`config.mk`:
```
export PLATFORM = sky130hd
export DESIGN_NAME = iq_sample_merge
export DESIGN_NICKNAME = d
export VERILOG_FILES = /design/src/rtl/iq_sample_merge.sv
export SDC_FILE = /design/constraint.sdc
export NUM_CORES = 1
export LEC_CHECK = 0
export CELL_PAD_IN_SITES_DETAIL_PLACEMENT = 1
export CELL_PAD_IN_SITES_GLOBAL_PLACEMENT = 2
export CORE_AREA = 2 2 92 94
export CTS_CLUSTER_SIZE = 16
export DETAILED_ROUTE_END_ITERATION = 8
export DIE_AREA = 0 0 94 96
export DONT_BUFFER_PORTS = 1
export GPL_TIMING_DRIVEN = 0
export HOLD_SLACK_MARGIN = 0.05
export PLACE_DENSITY_LB_ADDON = 0.1
export SLEW_MARGIN = 20
export SYNTH_ARGS = -nofsm -noshare
export SYNTH_HDL_FRONTEND = slang
export SYNTH_SLANG_ARGS = --single-unit
```
`constraint.sdc`:
```
create_clock -name clk -period 1.97 [get_ports clk]
set_input_delay 0.0985 -clock clk [delete_from_list [all_inputs] [get_ports clk]]
set_output_delay 0.0985 -clock clk [all_outputs]
set_load 0.05 [all_outputs]
```
`src/rtl/iq_sample_merge.sv`:
```
// Byte-stream to complex-sample assembler feeding the I/Q FIR filters.
// Optional idle-timeout realignment is built when MERGE_TIMEOUT_EN is defined.
module iq_sample_merge #(
    parameter bit OFFSET_BIN   = 1'b0,
    parameter int START_CYCLES = 2,
    parameter int TIMEOUT      = 64
) (
    input  logic        clk,
    input  logic        rst,
    input  logic        byte_valid_i,
    input  logic [7:0]  byte_i,
    input  logic        resync_i,
    input  logic        clr_err_i,
    output logic [15:0] i_o,
    output logic [15:0] q_o,
    output logic        merge_finished_o,
    output logic        start_o,
    output logic        err_o
);

    typedef enum logic [1:0] {S_I_LO, S_I_HI, S_Q_LO, S_Q_HI} state_t;

    localparam logic [15:0] MSB_FLIP = {OFFSET_BIN, 15'b0};

    state_t      state_q, state_d;
    logic [7:0]  i_lo_q, i_lo_d;
    logic [7:0]  i_hi_q, i_hi_d;
    logic [7:0]  q_lo_q, q_lo_d;
    logic [15:0] i_q, i_d;
    logic [15:0] q_q, q_d;
    logic        mf_q, mf_d;
    logic        start_q, start_d;
    logic [1:0]  burst_q, burst_d;
    state_t      cur;

`ifdef MERGE_TIMEOUT_EN
    localparam int TW = $clog2(TIMEOUT + 1);
    logic [TW-1:0] tmo_q, tmo_d;
    logic          err_q, err_d;
`else
    logic unused_cfg;
    assign unused_cfg = clr_err_i ^ (TIMEOUT == 0);
`endif

    always_comb begin
        state_d = state_q;
        i_lo_d  = i_lo_q;
        i_hi_d  = i_hi_q;
        q_lo_d  = q_lo_q;
        i_d     = i_q;
        q_d     = q_q;
        mf_d    = 1'b0;
        start_d = 1'b0;
        burst_d = burst_q;
        cur     = resync_i ? S_I_LO : state_q;

        if (resync_i) begin
            state_d = S_I_LO;
            i_lo_d  = 8'h00;
            i_hi_d  = 8'h00;
            q_lo_d  = 8'h00;
        end

        if (byte_valid_i) begin
            case (cur)
                S_I_LO: begin i_lo_d = byte_i; state_d = S_I_HI; end
                S_I_HI: begin i_hi_d = byte_i; state_d = S_Q_LO; end
                S_Q_LO: begin q_lo_d = byte_i; state_d = S_Q_HI; end
                default: begin
                    // Both words land on the same edge so the filters never see a torn sample.
                    i_d     = {i_hi_q, i_lo_q} ^ MSB_FLIP;
                    q_d     = {byte_i, q_lo_q} ^ MSB_FLIP;
                    mf_d    = 1'b1;
                    state_d = S_I_LO;
                end
            endcase
        end

        // A fresh completion restarts the burst even if one is still running.
        if (mf_q) begin
            start_d = 1'b1;
            burst_d = 2'(START_CYCLES - 1);
        end else if (burst_q != 2'd0) begin
            start_d = 1'b1;
            burst_d = burst_q - 2'd1;
        end

`ifdef MERGE_TIMEOUT_EN
        tmo_d = tmo_q;
        err_d = err_q;
        if (clr_err_i)
            err_d = 1'b0;
        if (byte_valid_i || resync_i || state_q == S_I_LO) begin
            tmo_d = '0;
        end else if (tmo_q == TW'(TIMEOUT - 1)) begin
            tmo_d   = '0;
            state_d = S_I_LO;
            i_lo_d  = 8'h00;
            i_hi_d  = 8'h00;
            q_lo_d  = 8'h00;
            err_d   = 1'b1;
        end else begin
            tmo_d = tmo_q + 1'b1;
        end
`endif
    end

    always_ff @(posedge clk or posedge rst) begin
        if (rst) begin
            state_q <= S_I_LO;
            i_lo_q  <= 8'h00;
            i_hi_q  <= 8'h00;
            q_lo_q  <= 8'h00;
            i_q     <= 16'h0000;
            q_q     <= 16'h0000;
            mf_q    <= 1'b0;
            start_q <= 1'b0;
            burst_q <= 2'd0;
`ifdef MERGE_TIMEOUT_EN
            tmo_q   <= '0;
            err_q   <= 1'b0;
`endif
        end else begin
            state_q <= state_d;
            i_lo_q  <= i_lo_d;
            i_hi_q  <= i_hi_d;
            q_lo_q  <= q_lo_d;
            i_q     <= i_d;
            q_q     <= q_d;
            mf_q    <= mf_d;
            start_q <= start_d;
            burst_q <= burst_d;
`ifdef MERGE_TIMEOUT_EN
            tmo_q   <= tmo_d;
            err_q   <= err_d;
`endif
        end
    end

    assign i_o              = i_q;
    assign q_o              = q_q;
    assign merge_finished_o = mf_q;
    assign start_o          = start_q;
`ifdef MERGE_TIMEOUT_EN
    assign err_o            = err_q;
`else
    assign err_o            = 1'b0;
`endif

endmodule

```
; Word-level counts from Yosys, hierarchy flattened
; Index checks and enable logic that the tools add are counted.
[classes]
n_eq_ne = 2
n_mux = 18
reduce_logical = 5
add_sub_neg = 1
n_bitwise = 1
[ops]
columns = cell, n
row1 = $mux W8, 9
row2 = $mux W2, 4
row3 = $pmux W2 S3, 1
row4 = $mux W1, 4
row5 = $reduce_bool A2 Y1, 2
row6 = $reduce_or A3 Y1, 1
row7 = $eq A2 B1 Y1 const B, 1
row8 = $eq A2 B2 Y1 const B, 1
row9 = $logic_not A2 Y1, 1
row10 = $reduce_and A2 Y1, 1
row11 = $sub A2 B1 Y2 const B, 1
row12 = $not A1 Y1, 1
[word_totals]
out_inout_bits = 35
ff_bits = 62
in_bits = 13
word_cells = 36

; Logic depth before layout (Yosys ltp)
; Gate-level depths: netlist of run 1.
[depth]
depth_word = 5
depth_mapped = 4
depth_no_buf = 4

; Least setup slack after synthesis of run 1
; Ideal clock, no wire load.
[synth_timing]
path_type = reg2reg
start = reg state_q[0]
end = reg i_q[0] (netlist: i_o[0])
setup_time_ps = 125
synth_period_minus_slack_ps = 1236
required_time_ps = 1845
n_path_buf = 2
arrival_ps = 1111
slack_ps = 734
path_stages_with_launch = 5
path_cell_list = dfrtp_1 -> buf_2 -> nand4b_4 -> buf_6 -> mux2_4
[synth_via]
elab_chain_len = 5
word_cells_on_any_way = 7
classes_between = eq/ne (2) / mux (1) / bitwise (1) / reduce/logical (3)
[synth_rtl]
columns = element, line_no
row1 = from (decl), 25  ; state_t state_q, state_d;
row2 = from (signal assigned), 124  ; state_q <= state_d;
row3 = $mux W2 (*), 55  ; cur = resync_i ? S_I_LO : state_q;
row4 = $eq A2 B2 Y1 (tied with other cells), 65  ; case (cur)
row5 = $reduce_or A3 Y1 (no source line) (*), --
row6 = $not A1 Y1 (no source line) (*), --
row7 = $reduce_and A2 Y1 (no source line) (*), --
row8 = to (signal assigned), 128  ; i_q <= i_d;
row9 = to (decl), 29  ; logic [15:0] i_q, i_d;
; Mark *: on every way between the ends. The rest lies on a longest branch, timed or not.
; A chain may end at the register's enable or synchronous reset.

; Worst setup path in the final report of run 1
[layout_timing]
start = reg state_q[1]
end = reg i_lo_q[3]
[layout_via]
elab_chain_len = 4
[layout_rtl]
columns = element, line_no
row1 = $mux W2, 55
row2 = $logic_not A2 Y1, 65
row3 = $mux W8, 65
row4 = $mux W8, 64  ; if (byte_valid_i) begin
row5 = net i_lo_d[3], 26  ; logic [7:0] i_lo_q, i_lo_d;
row6 = to (signal assigned), 125  ; i_lo_q <= i_lo_d;
row7 = to (decl), 26
; The timed path passes the listed nets, and every way through them passes these cells.

==> run metrics, run 1 <==
P_leak=0.001580 µW; Final setup viols=0; Setup Skew=0.003353 ns; Ys Warns=0; TritonCTS clock tree=built; Core Region=0.008051 mm²; initial antenna violation count=0; CTS clk-pin slew, worst paths=0.06 ns; CP Max Fanout=8; Resized cells post-CTS=0; Hold WC Path Type=in -> reg; clk_lat worst skew=0.33 ns; Power Total=3581 µW; CTS max path bufs=2; first-pass GRT wire length=9604 µm; Cell variety after synth=25; Total GRT Usage=14.36%; Crit Path Category=reg -> reg; CTS Root Cell=clkbuf_8; Wirelength per Cell=18.09 µm; syn nets=209; CP top delay family=simple AND/OR/NAND/NOR gates; ant diodes=0; max-slew violations=0; Hold Fails Final Rpt=0; Critical Path Sink Type=register; routed vias/inst=4.688; I/O Buffers=0; Rows=33; DRC violations left=0; Critical path buffers and inverters=1; Synth Cell Area=0.002725 mm²; Chip Height=96 µm; post-DP HPWL=4110 µm; # nets final=230; Worst Tran Pin Value=0.5955 ns; crit-path cells=buf_2 > nor3b_2 > o32ai_1; Max-Cap Viols=0; vias in the first global route=1730; GPL Wtd Cong=0.7654; Cells after DPL=301; minimum clock period=1.387 ns; Worst slew margin=60.12%; pin count of the biggest net entering global routing=42; WL final=5861 µm; H-tree lvl count=3; layout cells sized above 1=26.94%; Place WS=0.5755 ns; synthesized area per cell=13.97 µm²; CTS Buf Count=9; clock sinks=62; crit path max-delay cell type=nor3b_2; Crit path arrival time=1.57 ns; via count=1519; Worst path max stage delay=0.54 ns; DRT Pass-1 Iters=4; Layout Cells excl Fill=324; RSZ-0062 raised after global routing=no; DRT iter0 DRCs=58; pwr/cell area=1146 mW/mm²; sequential share of the synthesized area=56.93%; flops & latches, synth=62; Routed Antenna Nets=0; Fill cells=858; chip width=94 µm; fin util=38.80%; CP required=2.15 ns; Syn Inst Count=195; initial core utilization=33.85%; gr ovfl total=0; fmax=720.9 MHz; Tcrit/Tclk final=70.41%; VDD IR max=426.0 µV; final worst slack=0.5828 ns; I/O Pins=48; startpoint types=register; synth-to-layout area growth=14.65%; Setup TNS=0 ns; Die Area=0.009024 mm²; outcome=complete, no violations
[report_power, final]
| group | internal (µW) | leakage (µW) | switching [µW] |
|---|---|---|---|
| sequential | 1470 | 0.000824 | 651 |
| clock | 473 | 0.0000821 | 460 |
| combinational | 305 | 0.000673 | 220 |
| total | 2250 | 0.00158 | 1330 |
[worst min-delay path, cell delays in order]
cell,delay [ns]
buf_2,0.16
nand2b_1,0.14
xnor2_1,0.06
[layer usage]
layer / GRT usage (%) / up-vias / routed length (µm)
li1: - / 697 / -
met1: 19.47 / 778 / 2754
met2: 21.13 / 38 / 2720
met3: 5.325 / 6 / 338
met4: 5.072 / 0 / 48
met5: 0 / - / 0
[final cells by class]
cell class / instances / area, µm² / share of cell area [%]
Sequential cell: 62 / 1551 / 49.66
Buffer: 15 / 88.84 / 2.843
Clock buffer: 12 / 145.1 / 4.646
Timing Repair Buffer: 10 / 110.1 / 3.524
Multi-Input combinational cell: 106 / 1040 / 33.28
Tap cell: 105 / 131.4 / 4.205
Inverter: 12 / 47.55 / 1.522
Clock inverter: 2 / 10.01 / 0.3204
[stage by stage]
stage	instance area (µm²)	hold WS, ns
floorplan	2725	0.2380
global placement	2856	0.2503
detailed placement	2879	-0.05267
CTS	3124	0.1598
global route	3124	0.1775
finish	3124	0.1695
[cells by family after synthesis]
logic type	count (synthesis)	synth area share [%]
adder cells (fa/ha/maj)	1	0.4591
other	1	0.1376
AND/OR/NAND/NOR	42	10.05
flip-flops	62	56.93
AO/OA/AOI/OAI	12	3.765
XOR/XNOR	2	0.6429
buffers and inverters	27	4.912
multiplexers	48	23.09
[sequential cells by signal (all words and copies together) (netlist names)]
register	cells
state_q	2
start_o	1
q_o	16
i_hi_q	8
merge_finished_o	1
i_lo_q	8
i_o	16
q_lo_q	8
burst_q	2
[what timing repair did]
| item | CTS | global route |
|---|---|---|
| hold buffers | 9 | 0 |
| endpoints found under the hold margin | 94 | 0 |
| setup buffers | 0 | 0 |
[Yosys cell counts]
cell type,n,share of area (%)
o21ba_2,1,0.37
buf_6,3,1.2
buf_4,1,0.28
conb_1,1,0.14
mux2_4,29,16
mux2_2,3,1.2
a211oi_1,1,0.28
ha_1,1,0.46
xnor2_1,1,0.32
nand3b_1,2,0.55
nand2b_1,27,6.2
a21oi_1,1,0.18
clkbuf_1,6,0.83
o32ai_1,8,2.6
inv_1,12,1.7
nand4b_4,1,0.87
nor3b_2,1,0.46
buf_2,5,0.92
a21bo_2,1,0.37
dfrtp_1,62,57
nand2_1,8,1.1
xor2_1,1,0.32
mux2i_1,16,5.9
and3b_1,2,0.64
nor2b_1,1,0.23
[cells in the final DEF, fill, tap and decap left out, drive strengths merged, types with 2 or more instances in the layout]
cell	instances
and3b	2
nand2b	27
buf	10
mux2i	16
clkinv	2
nand3b	2
mux2	32
nand2	8
dfrtp	62
inv	12
clkbuf	18
dlygate4sd3	9
o32ai	8
[path summary, 6_finish.rpt]
kind | from | to | slack [ns] | cells past startpoint
worst max-delay path | state_q[1]$_DFF_PP0_ | i_lo_q[3]$_DFF_PP0_ | 0.58 | 3
worst min-delay path | resync_i | state_q[0]$_DFF_PP0_ | 0.17 | 3
worst max register to register | state_q[1]$_DFF_PP0_ | i_lo_q[3]$_DFF_PP0_ | 0.58 | 3
worst min register to register | i_lo_q[7]$_DFF_PP0_ | i_o[7]$_DFFE_PP0P_ | 0.51 | 1
max in group asynchronous | rst | i_o[13]$_DFFE_PP0P_ | 1.26 | 3
min in group asynchronous | rst | merge_finished_o$_DFF_PP0_ | 0.19 | 2
(Power assumes the default switching activity.)
==> run 2: changes to the inputs <==
Clock period 1.97 ns to 1.1 ns, I/O delays scaled along.
==> run 2 against run 1 <==
Against the previous run: the flow now finishes with violations (negative setup slack); clock skew is 0.0028 ns higher; routed wire length up 6.5%; register-to-register slack worse by 0.77 ns; largest cell class unchanged; critical endpoint is now q_o[10]$_DFFE_PP0P_; largest power group unchanged; highest routed layer unchanged; critical path type unchanged; via count increased by 2.8%; clock power is 120% higher; global-route usage increased by 0.93 points.
==> run metrics, run 2 (synthesis results as in run 1) <==
outcome=complete, but fails checks; failing checks=negative setup slack; CTS clk-pin slew, worst paths=0.07 ns (about the same); VDD IR max=927.1 µV (+120%); TritonCTS clock tree=built; CP startpoint=state_q[0]$_DFF_PP0_; Crit Path Category=reg -> reg; initial antenna violation count=0 (unchanged); Rows=33 (unchanged); Total GRT Usage=15.29% (+0.93 points); commonest non-fill, non-tap cell in the layout=dfrtp_1; routed vias/inst=4.691 (about the same); WL final=6243 µm (+6.5%); CP top delay family=flip-flops; minimum clock period=1.284 ns (-0.1034 ns); Critical Path Sink Type=register; Register Area=0.001553 mm² (about the same); final worst slack=-0.1838 ns (-0.7666 ns); CP Max Fanout=10 (+2); post-DP HPWL=4172 µm (+1.5%); P_leak=0.001693 µW (+7.2%); I/O Pins=48 (unchanged); DRC violations left=0 (unchanged); I/O Buffers=0 (unchanged); vias in the first global route=1887 (+9.1%); Hold WC Path Type=in -> reg; Crit path arrival time=1.50 ns (-0.07 ns); multi-input combinational cell area=0.001132 mm² (+8.9%); max-slew violations=0 (unchanged); synth-to-layout area growth=23.92%; Final setup viols=58 (+58); Setup TNS=-7.511 ns (-7.511 ns); Tcrit/Tclk final=116.7% (+46 points); reg-to-reg startpoint=state_q[0]$_DFF_PP0_; CTS Root Cell=clkbuf_8; clock sinks=62 (unchanged); chip width=94 µm (unchanged); most frequent cells in the layout=dfrtp_1, mux2_4, nand2b_1; Worst Hold Launch=resync_i; startpoint types=register; Setup Skew=0.006169 ns (+0.002816 ns); Place WS=-0.2262 ns (-0.8016 ns); Chip Height=96 µm (unchanged); Worst Tran Pin Value=0.7468 ns (+0.1513 ns); CP required=1.31 ns (-0.84 ns); Critical path buffers and inverters=2 (+1); Worst slew margin=50.11% (-10 points); crit-path cells=buf_6 > nand4b_4 > buf_8 > mux2_4; DRT Pass-1 Iters=4 (unchanged); pwr/cell area=2106 mW/mm² (+84%); ant diodes=0 (unchanged); # nets final=237 (+3.0%); RSZ-0062 raised after global routing=yes; pin count of the biggest net entering global routing=33 (-21%); first-pass GRT wire length=10120 µm (+5.4%); clk_lat worst skew=0.33 ns (about the same); Core Region=0.008051 mm² (unchanged); CTS Buf Count=9 (unchanged); fmax=778.9 MHz (+8.1%); Fill cells=854 (-0.47%); CTS max path bufs=2 (unchanged); layout cells sized above 1=36.40% (+9.5 points); Die Area=0.009024 mm² (unchanged); gr ovfl total=0 (unchanged); Routed Antenna Nets=0 (unchanged); Hold Fails Final Rpt=0 (unchanged); Power Total=7112 µW (+99%); DRT iter0 DRCs=46 (-21%); H-tree lvl count=3 (unchanged); GPL Wtd Cong=0.7568 (-1.1%); via count=1562 (+2.8%); Max-Cap Viols=0 (unchanged); Worst path max stage delay=0.36 ns (-0.18 ns); crit path max-delay cell type=dfrtp_1; Wirelength per Cell=18.75 µm (+3.6%); initial core utilization=33.85% (unchanged)
==> run 2: report_power, final <==
part / switching [µW] / internal (µW)
Sequential: 1180 / 2630
Combinational: 508 / 775
Clock: 858 / 1160
Total: 2540 / 4570
==> run 2: final timing paths <==
kind / slack, ns / end / cells after the start
worst min-delay path: 0.15 / state_q[0]$_DFF_PP0_ / 3
max in group asynchronous: 0.18 / i_lo_q[1]$_DFF_PP0_ / 3
worst max register to register: -0.18 / q_o[10]$_DFFE_PP0P_ / 4
min in group asynchronous: 0.32 / burst_q[0]$_DFFE_PP0P_ / 2
worst min register to register: 0.52 / q_o[0]$_DFFE_PP0P_ / 1
worst max-delay path: -0.18 / q_o[10]$_DFFE_PP0P_ / 4
==> run 2: worst reg2reg max path: stages (launching register included) <==
cell and delay, ns:
dfrtp_1 0.36, buf_6 0.13, nand4b_4 0.17, buf_8 0.21
mux2_4 0.30
==> run 2: cell type report <==
class	count	share of cell area, %
sequential	62	45.98
multi-input combinational	106	33.53
timing repair buffer	19	5.928
clock buffer	12	4.594
tap	105	3.890
buffer	13	3.298
inverter	12	1.445
clock inverter	4	1.334
==> run 2: metal layers <==
metal	routed length, µm	global-route usage (%)
met5	0	0
met3	283	5.168
met4	125	6.643
met1	2721	18.55
met2	3113	24.88
==> run 2: repair_timing <==
action / in CTS / in global routing
setup endpoints to repair: 55 / 59
resized for setup: 17 / 12
endpoints found under the hold margin: 63 / 0
hold buffers: 9 / 0
buffers inserted: 8 / 1
pin swaps: 1 / 1
==> run 2: through the flow <==
step	hold WS (ns)	area (µm²)	cells	utilization (%)
floorplan	0.1736	2746	195	-
global placement	0.2071	2878	300	35.74
detailed placement	0.08791	2898	301	35.99
CTS	0.1466	3301	332	40.99
global route	0.1607	3377	333	41.94
finish	0.1523	3377	333	41.94
==> run 3: changes to the inputs <==
Settings changed: ABC_AREA set to 1, CORE_AREA 2 2 92 94 to 2 2 95 97, DIE_AREA 0 0 94 96 to 0 0 97 99.
==> run 3 against run 2 <==
Against the previous run: the run now ends clean; critical path depth rose by 1; area after synthesis rose by 0.37%; routed wire length rose by 27%; die area increased by 6.4%; first-iteration DRC count grew to 2.5 times the previous value; setup slack gained 0.19 ns; combinational power is 16% lower; maximum frequency rose by 17%.
==> run metrics, run 3 <==
outcome=complete, no violations; Hold WS=0.07340 ns (-0.07894 ns); mux cell area share after synthesis=0% (-23 points); Synth Cell Area=0.002735 mm² (+0.37%); Max-Cap Viols=0 (unchanged); syn nets=338 (+62%); commonest non-fill, non-tap cell in the layout=nand2_1; routed vias/inst=4.764 (+1.6%); Setup TNS=0 ns (+7.511 ns); Post-synth EDFFs=0 (unchanged); Compound-Gate Fraction of Synth Area=0.7319% (-3.0 points); Ys Warns=0 (unchanged); CP Max Fanout=10 (unchanged); Hold Fails Final Rpt=0 (unchanged); Worst slew margin=64.32% (+14 points); flops & latches, synth=62 (unchanged); async set-reset flop share out of synthesis=100.0% (unchanged); Synth Area in XOR/XNOR=0.3202% (-0.32 points); DRT iter0 DRCs=116 (+150%); CTS Root Cell=clkbuf_8; Final setup viols=0 (-100%); area leader, netlist=dfrtp_1; initial core utilization=31.99% (-1.9 points); main flop type after synthesis=dfrtp_1; Syn Inst Count=324 (+66%); pwr/cell area=2116 mW/mm² (+0.49%); CTS max path bufs=2 (unchanged); sequential share of the synthesized area=56.72% (-0.21 points); initial antenna violation count=0 (unchanged); pin count of the biggest net entering global routing=30 (-9.1%); count leader, synth=nand2_1; crit-path cells=buf_6 > nand4_4 > buf_6 > nand2_1 > nand2_1; via count=2277 (+46%); Crit Path Category=reg -> reg; DRT Pass-1 Iters=4 (unchanged); Hold WC Path Type=in -> reg; CP top delay family=flip-flops; Total GRT Usage=17.29% (+2.0 points); Rows=34 (+3.0%); WL final=7925 µm (+27%); first-pass GRT wire length=13000 µm (+28%); Worst Tran Pin Value=0.5353 ns (-0.2115 ns); chip width=97 µm (+3.2%); Crit path arrival time=1.34 ns (-0.16 ns); RSZ-0062 raised after global routing=yes; gr ovfl total=0 (unchanged); I/O Pins=48 (unchanged); layout cells sized above 1=18.65% (-18 points); post-synth top area share=56.72% (-0.21 points); Synth Area in Simple Gates=33.35% (+23 points); VDD IR max=758.5 µV (-18%); Routed Antenna Nets=0 (unchanged); H-tree lvl count=3 (unchanged); Fill cells=1023 (+20%); vias in the first global route=2408 (+28%); CP required=1.34 ns (+0.03 ns); Setup Skew=0.01182 ns (+0.005655 ns); P_leak=0.001839 µW (+8.6%); startpoint types=register; synth-to-layout area growth=29.78%; CTS Buf Count=9 (unchanged); I/O Buffers=0 (unchanged); Core Region=0.008551 mm² (+6.2%); synthesized area per cell=8.442 µm² (-40%); crit path max-delay cell type=dfrtp_2; Critical Path Sink Type=register; post-DP HPWL=5085 µm (+22%); max-slew violations=0 (unchanged); most frequent cells in the layout=nand2_1, dfrtp_1, nand3_1; GPL Wtd Cong=0.7309 (-3.4%); # nets final=379 (+60%); fin util=41.51% (-0.43 points); top cells by count, synth=nand2_1, dfrtp_1, nand3_1; ant diodes=0 (unchanged); Die Area=0.009603 mm² (+6.4%); TritonCTS clock tree=built; Chip Height=99 µm (+3.1%); largest family of logic cells by synthesized area=simple AND/OR/NAND/NOR gates; Wirelength per Cell=16.58 µm (-12%); clk_lat worst skew=0.35 ns (+0.02 ns); minimum clock period=1.098 ns (-0.1853 ns); Synth Area in Adders=0.4575% (-0.0017 points); fmax=910.4 MHz (+17%); DRC violations left=0 (unchanged); CTS clk-pin slew, worst paths=0.07 ns (about the same); Critical path buffers and inverters=2 (unchanged); Tcrit/Tclk final=99.86% (-17 points); Cell variety after synth=24 (-4.0%); Worst path max stage delay=0.41 ns (+0.05 ns); synth top area cells=dfrtp_1, nand2_1, nand3_1; clock sinks=62 (unchanged)
-- run 3: cell types whose count changed after synthesis, sizes merged, moves of 5 or more --
| cell | delta |
|---|---|
| mux2 | -32 |
| buf | +5 |
| nor2 | +28 |
| mux2i | -16 |
| o32ai | -8 |
| nand2b | -27 |
| nand3 | +34 |
| nand2 | +108 |
| nand4 | +26 |
| inv | +21 |
-- run 3: logic make-up (layout without fill, tap and decap cells) --
logic type | Yosys count | in the layout
simple gates | 204 | 204
flops | 62 | 62
buf+inv | 51 | 97
compound gates | 4 | 4
fa+ha+maj | 1 | 1
other cells | 1 | 1
xor+xnor | 1 | 1
-- run 3: final cells by class --
cell class	count	area (µm²)	area share, %
tap	108	135.1	3.807
clock buffer	11	141.4	3.983
inverter	33	137.6	3.877
multi-input combinational	211	1011	28.48
clock inverter	5	106.4	2.996
buffer	18	143.9	4.054
timing repair buffer	30	319.1	8.988
sequential	62	1555	43.81
-- run 3: per-stage QoR --
stage	instance area (µm²)	instances	setup WS (ns)	power, µW
after floorplan	2739	324	0.004145	4539
after global placement	2874	432	-0.2465	4752
after detailed placement	2922	434	-0.2676	4822
after CTS	3483	475	-0.008594	7555
after global routing	3550	478	-0.06097	7904
final	3550	478	0.001530	7512
-- run 3: final timing paths --
kind / startpoint / to / slack [ns] / depth (start not counted)
worst max-delay path: state_q[0]$_DFF_PP0_ / i_o[7]$_DFFE_PP0P_ / 0.002 / 5
worst min-delay path: resync_i / q_lo_q[4]$_DFF_PP0_ / 0.07 / 4
worst max register to register: state_q[0]$_DFF_PP0_ / i_o[7]$_DFFE_PP0P_ / 0.002 / 5
worst min register to register: burst_q[0]$_DFFE_PP0P_ / burst_q[0]$_DFFE_PP0P_ / 0.50 / 1
max in group asynchronous: rst / state_q[0]$_DFF_PP0_ / 0.47 / 3
min in group asynchronous: rst / i_o[4]$_DFFE_PP0P_ / 0.16 / 2
-- run 3: timing repair --
action | CTS | global route
pin swaps | 5 | 6
hold buffers | 12 | 0
hold endpoints to repair | 95 | 0
endpoints found under the setup margin | 59 | 54
cloned | 2 | 0
buffers inserted | 11 | 3
resized for setup | 25 | 14
-- run 3: per-layer routing --
metal	wire length, µm	global-route usage [%]
met1	3749	22.76
met4	165	7.042
met3	270	4.539
met2	3739	27.24
met5	0	0
-- run 3: worst min-delay path, stage by stage --
cell and delay (ns):
buf_6 0.13, nor2_4 0.08, nand4_1 0.06, nand2_1 0.05
-- run 3: power breakdown --
part | switching (µW) | internal, µW
sequential | 1240 | 2660
combinational | 639 | 429
clock | 972 | 1570
